===== src/rtl/spi_arb_pkg.sv =====
// spi_arb_pkg: shared FSM type, SPI mode constants and arbitration helpers
// used by spi_txn_arbiter and spi_shift_engine.
package spi_arb_pkg;

    typedef enum logic [2:0] {
        IDLE,
        SETUP,
        SHIFT,
        HOLD,
        GAP
    } arb_state_e;

    // Mode 0: sclk idles low, data sampled on the leading (rising) edge.
    localparam logic SPI_CPOL = 1'b0;
    localparam logic SPI_CPHA = 1'b0;

    localparam int MAX_REQ = 32;

    // Winner is the set bit at the smallest rotation distance past last.
    function automatic logic [MAX_REQ-1:0] rr_pick(
        input logic [MAX_REQ-1:0] req,
        input int                 last,
        input int                 n
    );
        logic [MAX_REQ-1:0] gnt;
        int                 best;
        gnt  = '0;
        best = n;
        for (int i = 0; i < MAX_REQ; i++) begin
            if (i < n && req[i] && ((i + n - last - 1) % n) < best) begin
                best = (i + n - last - 1) % n;
            end
        end
        for (int i = 0; i < MAX_REQ; i++) begin
            gnt[i] = (i < n) && req[i] && (((i + n - last - 1) % n) == best);
        end
        return gnt;
    endfunction

    function automatic logic [MAX_REQ-1:0] fixed_pick(
        input logic [MAX_REQ-1:0] req
    );
        return req & (~req + MAX_REQ'(1));
    endfunction

endpackage


===== src/rtl/spi_shift_engine.sv =====
// spi_shift_engine: sclk divider, MSB-first mosi shifter, miso sampler
// and bit counter for one mode-0 word transfer.
module spi_shift_engine
    import spi_arb_pkg::*;
#(
    parameter int DATA_W  = 16,
    parameter int CLK_DIV = 4
) (
    input  logic              clk,
    input  logic              rst,
    input  logic              run,
    input  logic              start,
    input  logic              stop,
    input  logic [DATA_W-1:0] word_in,
    input  logic              miso,
    output logic              tick,
    output logic              finished,
    output logic              sclk,
    output logic              mosi,
    output logic [DATA_W-1:0] word_out
);

    localparam int CW = (CLK_DIV > 1) ? $clog2(CLK_DIV) : 1;
    localparam int BW = $clog2(DATA_W + 1);

    logic [CW-1:0]     div_cnt;
    logic [BW-1:0]     bit_cnt;
    logic [DATA_W-2:0] tx_q;
    logic [DATA_W-1:0] rx_q;
    logic              active;
    logic              sclk_q;
    logic              mosi_q;
    logic              sample_edge;

    assign tick        = run && (div_cnt == CW'(CLK_DIV - 1));
    assign sample_edge = (sclk_q == (SPI_CPOL ^ SPI_CPHA));
    assign finished    = active && tick && !sample_edge
                         && (bit_cnt == BW'(DATA_W - 1));

    assign sclk     = sclk_q;
    assign mosi     = mosi_q;
    assign word_out = rx_q;

    always_ff @(posedge clk) begin
        if (rst) begin
            div_cnt <= '0;
            bit_cnt <= '0;
            tx_q    <= '0;
            rx_q    <= '0;
            active  <= 1'b0;
            sclk_q  <= SPI_CPOL;
            mosi_q  <= 1'b0;
        end else begin
            if (!run || tick) begin
                div_cnt <= '0;
            end else begin
                div_cnt <= div_cnt + CW'(1);
            end
            if (start) begin
                tx_q    <= word_in[DATA_W-2:0];
                mosi_q  <= word_in[DATA_W-1];
                bit_cnt <= '0;
                active  <= 1'b1;
                sclk_q  <= SPI_CPOL;
            end else if (stop) begin
                mosi_q <= 1'b0;
            end else if (active && tick) begin
                sclk_q <= ~sclk_q;
                if (sample_edge) begin
                    rx_q <= {rx_q[DATA_W-2:0], miso};
                end else begin
                    bit_cnt <= bit_cnt + BW'(1);
                    // The final bit stays on mosi through the hold phase.
                    if (finished) begin
                        active <= 1'b0;
                    end else begin
                        mosi_q <= tx_q[DATA_W-2];
                        tx_q   <= tx_q << 1;
                    end
                end
            end
        end
    end

endmodule


===== src/rtl/spi_txn_arbiter.sv =====
// spi_txn_arbiter: shares one mode-0 SPI master among NUM_REQ requesters.
// Define SPI_ARB_FIXED_PRIO_EN for lowest-index-wins instead of round-robin.
module spi_txn_arbiter
    import spi_arb_pkg::*;
#(
    parameter int NUM_REQ = 2,
    parameter int DATA_W  = 16,
    parameter int CLK_DIV = 4
) (
    input  logic                      clk,
    input  logic                      rst,
    input  logic [NUM_REQ-1:0]        req,
    input  logic [NUM_REQ*DATA_W-1:0] wr_data,
    output logic [NUM_REQ-1:0]        grant,
    output logic [NUM_REQ-1:0]        done,
    output logic [DATA_W-1:0]         rd_data,
    output logic                      busy,
    output logic                      sclk,
    output logic                      mosi,
    input  logic                      miso,
    output logic                      ss
);

    localparam int IW = (NUM_REQ > 1) ? $clog2(NUM_REQ) : 1;

    arb_state_e        state;
    arb_state_e        state_nxt;
    logic [NUM_REQ-1:0] pick;
    logic [IW-1:0]     pick_idx;
    logic              start;
    logic              stop;
    logic              run;
    logic              tick;
    logic              finished;
    logic [DATA_W-1:0] word_out;

`ifdef SPI_ARB_FIXED_PRIO_EN
    assign pick = NUM_REQ'(fixed_pick(MAX_REQ'(req)));
`else
    logic [IW-1:0] last_grant;
    logic [IW-1:0] grant_idx;

    assign pick = NUM_REQ'(rr_pick(MAX_REQ'(req), int'(last_grant), NUM_REQ));

    always_comb begin
        grant_idx = '0;
        for (int i = 0; i < NUM_REQ; i++) begin
            if (grant[i]) grant_idx = IW'(i);
        end
    end

    always_ff @(posedge clk) begin
        if (rst) begin
            last_grant <= IW'(NUM_REQ - 1);
        end else if (stop) begin
            last_grant <= grant_idx;
        end
    end
`endif

    always_comb begin
        pick_idx = '0;
        for (int i = 0; i < NUM_REQ; i++) begin
            if (pick[i]) pick_idx = IW'(i);
        end
    end

    always_ff @(posedge clk) begin
        if (rst) begin
            state <= IDLE;
        end else begin
            state <= state_nxt;
        end
    end

    always_comb begin
        state_nxt = state;
        unique case (state)
            IDLE:    if (|req)    state_nxt = SETUP;
            SETUP:   if (tick)    state_nxt = SHIFT;
            SHIFT:   if (finished) state_nxt = HOLD;
            HOLD:    if (tick)    state_nxt = GAP;
            GAP:     if (tick)    state_nxt = IDLE;
            default:              state_nxt = IDLE;
        endcase
    end

    always_comb begin
        start = 1'b0;
        stop  = 1'b0;
        run   = 1'b1;
        unique case (state)
            IDLE: begin
                run   = 1'b0;
                start = |req;
            end
            HOLD:    stop = tick;
            default: ;
        endcase
    end

    always_ff @(posedge clk) begin
        if (rst) begin
            grant   <= '0;
            done    <= '0;
            rd_data <= '0;
            ss      <= 1'b1;
        end else begin
            done <= '0;
            if (start) begin
                grant <= pick;
                ss    <= 1'b0;
            end
            if (stop) begin
                grant   <= '0;
                done    <= grant;
                rd_data <= word_out;
                ss      <= 1'b1;
            end
        end
    end

    assign busy = (state != IDLE);

    spi_shift_engine #(
        .DATA_W  (DATA_W),
        .CLK_DIV (CLK_DIV)
    ) u_engine (
        .clk      (clk),
        .rst      (rst),
        .run      (run),
        .start    (start),
        .stop     (stop),
        .word_in  (wr_data[int'(pick_idx) * DATA_W +: DATA_W]),
        .miso     (miso),
        .tick     (tick),
        .finished (finished),
        .sclk     (sclk),
        .mosi     (mosi),
        .word_out (word_out)
    );

endmodule


===== config.mk =====
export PLATFORM = sky130hd
export DESIGN_NAME = spi_txn_arbiter
export DESIGN_NICKNAME = d
export VERILOG_FILES = /design/src/rtl/spi_arb_pkg.sv /design/src/rtl/spi_shift_engine.sv /design/src/rtl/spi_txn_arbiter.sv
export SDC_FILE = /design/constraint.sdc
export NUM_CORES = 1
export LEC_CHECK = 0
export BUFFER_PORTS_ARGS = -buffer_cell sky130_fd_sc_hd__buf_2
export CAP_MARGIN = 20
export CORE_AREA = 10 10 92 94
export CTS_BUF_LIST = sky130_fd_sc_hd__clkbuf_4 sky130_fd_sc_hd__clkbuf_8
export DETAILED_ROUTE_END_ITERATION = 6
export DIE_AREA = 0 0 102 104
export GPL_ROUTABILITY_DRIVEN = 0
export GPL_TIMING_DRIVEN = 1
export PLACE_DENSITY = 0.78
export SYNTH_ARGS = -nofsm -noshare
export SYNTH_HDL_FRONTEND = slang
export SYNTH_SLANG_ARGS = --single-unit

===== constraint.sdc =====
create_clock -name clk -period 1.9 [get_ports clk]
set_input_delay 0.095 -clock clk [delete_from_list [all_inputs] [get_ports clk]]
set_output_delay 0.095 -clock clk [all_outputs]
set_load 0.01 [all_outputs]

==> flow_summary_export.csv <==
group,metric,value,unit
run_status,outcome,"complete, no violations",
cts,insertion_delay,0.35,ns
setup_path,slowest_stage,"dfxtp_1",
floorplanning,ioPinCount,61,
pwr,ir_worst_vdd,478.8,uV
floorplanning,die_w,102,um
synthesis,syn-cell-area,2927,sq um
synthesis,synth_top_family_by_area,"compound AO/OA/AOI/OAI gates",
cts,clock-sinks,66,
timing,finalCriticalPeriod,1.700,ns
place,post-place-ws,0.1547,ns
timing,rsz0062_at_grt,"false",
setup_path,cp-start-kind,"flop",
timing,slew_headroom,59.55,%
setup_path,crit_arrival,1.94,ns
setup_path,r2r-start,"state[0]",
synthesis,ys_types,49,
detailed_routing,drt_drc_violations_left,0,
timing,setup_viol,0,
synthesis,async_flop_share,0,%
cts,cts_buffers,9,
synthesis,synth_nets,358,
setup_path,required,2.14,ns
synthesis,synth_edf_count,0,
synthesis,seq_area_frac_synth,45.15,%
worst_hold_path,min_path_type,"in2reg",
cts,clk_pin_slew_worst_paths,0.08,ns
timing,finalMaxSlewViolations,0,
global_route,grt_pass1_wl,11.75,mm
global_route,grt_start_max_net_pins,34,
synthesis,synth_warnings,0,
timing,skew,0.01363,ns
detailed_routing,antenna_left,0,
cts,cts_setup_buffers,0,
run,cap_violations,0,
place,portBuffers,60,
synthesis,ys_seq_elements,66,
layout,fillers,618,
global_route,grt_pass1_vias,2476,
pwr,powerDensity,798.9,nW/um^2
global_route,antenna_found_initial,0,
setup_path,crit_fanout,16,
layout,multi_input_area,1416,sq um
synthesis,synth_compound_area_share,16.16,%
layout,antenna_cells,0,
synthesis,synth_commonest_cells,"dfxtp_1, nand2_1, mux2i_1",
worst_hold_path,hp-start,"wr_data[19]",
cts,tritoncts,"yes",
detailed_routing,drtIter0Drc,115,
place,dp_hpwl,4.903,mm
floorplanning,die_height,104,um
timing,hold_viol,0,
detailed_routing,drtPass1Iterations,4,
synthesis,synth-main-ff-cell,"dfxtp_1",
setup_path,crit_type,"reg2reg",
setup_path,worstPathCellList,"nor3_4, buf_4, o21ai_1, or3_1, o41ai_1",
setup_path,critPathMaxStageDelay,0.44,ns
floorplanning,coreArea,6681,sq um
synthesis,yosys.area_share.simple,16.12,%
layout,syn_to_final_growth,20.05,%
floorplanning,rows,30,
layout,fin_area,3513,sq um
setup_path,r2r_end,"u_engine.mosi",
synthesis,netlist_top_cells_area,"dfxtp_1, mux2i_1, nand2_1",
pwr,power,0.002807,W
synthesis,muxShareOfSynthArea,11.63,%
timing,fin_crit_sh,89.46,%
detailed_routing,wl_per_cell,15.20,um
floorplanning,die-area,10610,sq um
timing,worst_pin_slew,0.6067,ns
synthesis,yosysTopAreaCell,"dfxtp_1",
synthesis,yosysMostFrequentCell,"dfxtp_1",
synthesis,synth_top_area_share,45.15,%
detailed_routing,finalWirelength,6.992,mm
synthesis,netlist_instances,318,
synthesis,synth_area_per_cell,9.203,sq um
setup_path,regToRegSetupSlack,0.20,ns
synthesis,synth_adder_area_share,1.283,%
cts,clock_path_buffers,2,
pwr,p_leak,1.397,nW
floorplanning,initial_core_util,43.80,%
timing,setup_slack,0.2003,ns
setup_path,rr_worst_depth,5,
layout,final_layout_size_suffix_gt1_share,26.84,%
cts,cts.htree.levels,3,
synthesis,synthXorXnorAreaFrac,2.437,%
global_route,grt_overflow,0,
cts,cts_root_buffer,"clkbuf_8",
setup_path,worst_setup_path_end_kind,"flop",
global_route,grt_usage,13.44,%
timing,setup_tns,0,ns
worst_hold_path,min_to,"u_engine.tx_q[3]",
layout,seqCellArea,1321,sq um
timing,max_freq,0.5884,GHz
detailed_routing,dr_total_vias,2508,
place,dpl-instance-area,3303,sq um
worst_hold_path,min_path_cells,3,
detailed_routing,viasPerCell,5.452,
layout,nNetsFinal,415,
[worst max-delay path, delay by kind of cell (launching register included)]
family                 cells  cell delay, ns
AND/OR/NAND/NOR            2            0.65
AO/OA/AOI/OAI              2            0.26
buffers and inverters      1            0.24
flip-flops                 1            0.44
[state kept, by name, summed over array words and instances, names as in the netlist, 2 cells and up]
name,count
u_engine.word_out,16
state,3
grant,2
u_engine.div_cnt,2
done,2
u_engine.tx_q,15
u_engine.bit_cnt,5
rd_data,16
[routing by layer]
metal / global-route usage [%] / part of all wire, %
met3: 4.718 / 6.9
met2: 22.05 / 49
met4: 5.645 / 1.5
met5: 0 / 0
met1: 15.25 / 43
[layout by cell type (no fill, tap or decap), types with 2 or more instances in the layout]
master	count
a2111oi_0	2
a211oi_1	2
a21oi_1	19
a41oi_1	13
and3_1	2
buf_12	2
buf_2	60
buf_4	10
clkbuf_8	9
clkinv_4	2
clkinvlp_4	2
dfxtp_1	66
ha_1	2
inv_1	16
inv_2	2
inv_6	3
mux2i_1	34
nand2_1	50
nand2b_1	4
nand3_1	3
nand3b_1	2
nor2_1	19
nor3_1	8
nor3b_1	2
o221ai_1	13
xnor2_1	3
xor2_1	2
[kinds of logic after synthesis]
logic type                 after synthesis
and+or+nand+nor                        102
DFF                                     66
AOI/OAI and AO/OA                       62
buffers and inverters                   45
muxes                                   34
xor gates and xnor gates                 6
adders and majority gates                3
[layout make-up]
type	count	share of cell area, %
Clock inverter	7	1.674
Inverter	18	1.923
Clock buffer	9	3.526
Multi-Input combinational cell	207	40.31
Tap cell	80	2.849
Sequential cell	66	37.61
Timing Repair Buffer	73	12.11
[worst max path at each step]
stage                                    from                    end  slack, ns
final                                state[0]          u_engine.mosi       0.20
after global routing      u_engine.div_cnt[0]    u_engine.bit_cnt[4]       0.08
after CTS                            state[0]      u_engine.tx_q[14]       0.13
after detailed placement             state[0]       u_engine.tx_q[2]       0.15
after global placement               state[0]      u_engine.tx_q[14]       0.20
after floorplan           u_engine.div_cnt[0]  u_engine.word_out[10]       0.22
[through the flow]
step / hold WS [ns] / utilization (%) / instances
floorplan: 0.2422 / - / 318
global placement: 0.3415 / 49.44 / 443
detailed placement: 0.3617 / 49.44 / 443
CTS: 0.05441 / 52.32 / 460
global route: 0.06791 / 52.58 / 460
finish: 0.06194 / 52.58 / 460
[report_power, final]
group | total, W | switching (W) | internal, W
Clock | 0.00109 | 0.000601 | 0.000490
Combinational | 0.000264 | 0.000143 | 0.000121
Sequential | 0.00145 | 0.0000287 | 0.00142
[timing repair]
action,in CTS,in global routing
endpoints found under the setup margin,0,10
endpoints found under the hold margin,1,0
gates resized for setup,0,4
hold buffers,1,0
Power figures use the tool's default switching activity.
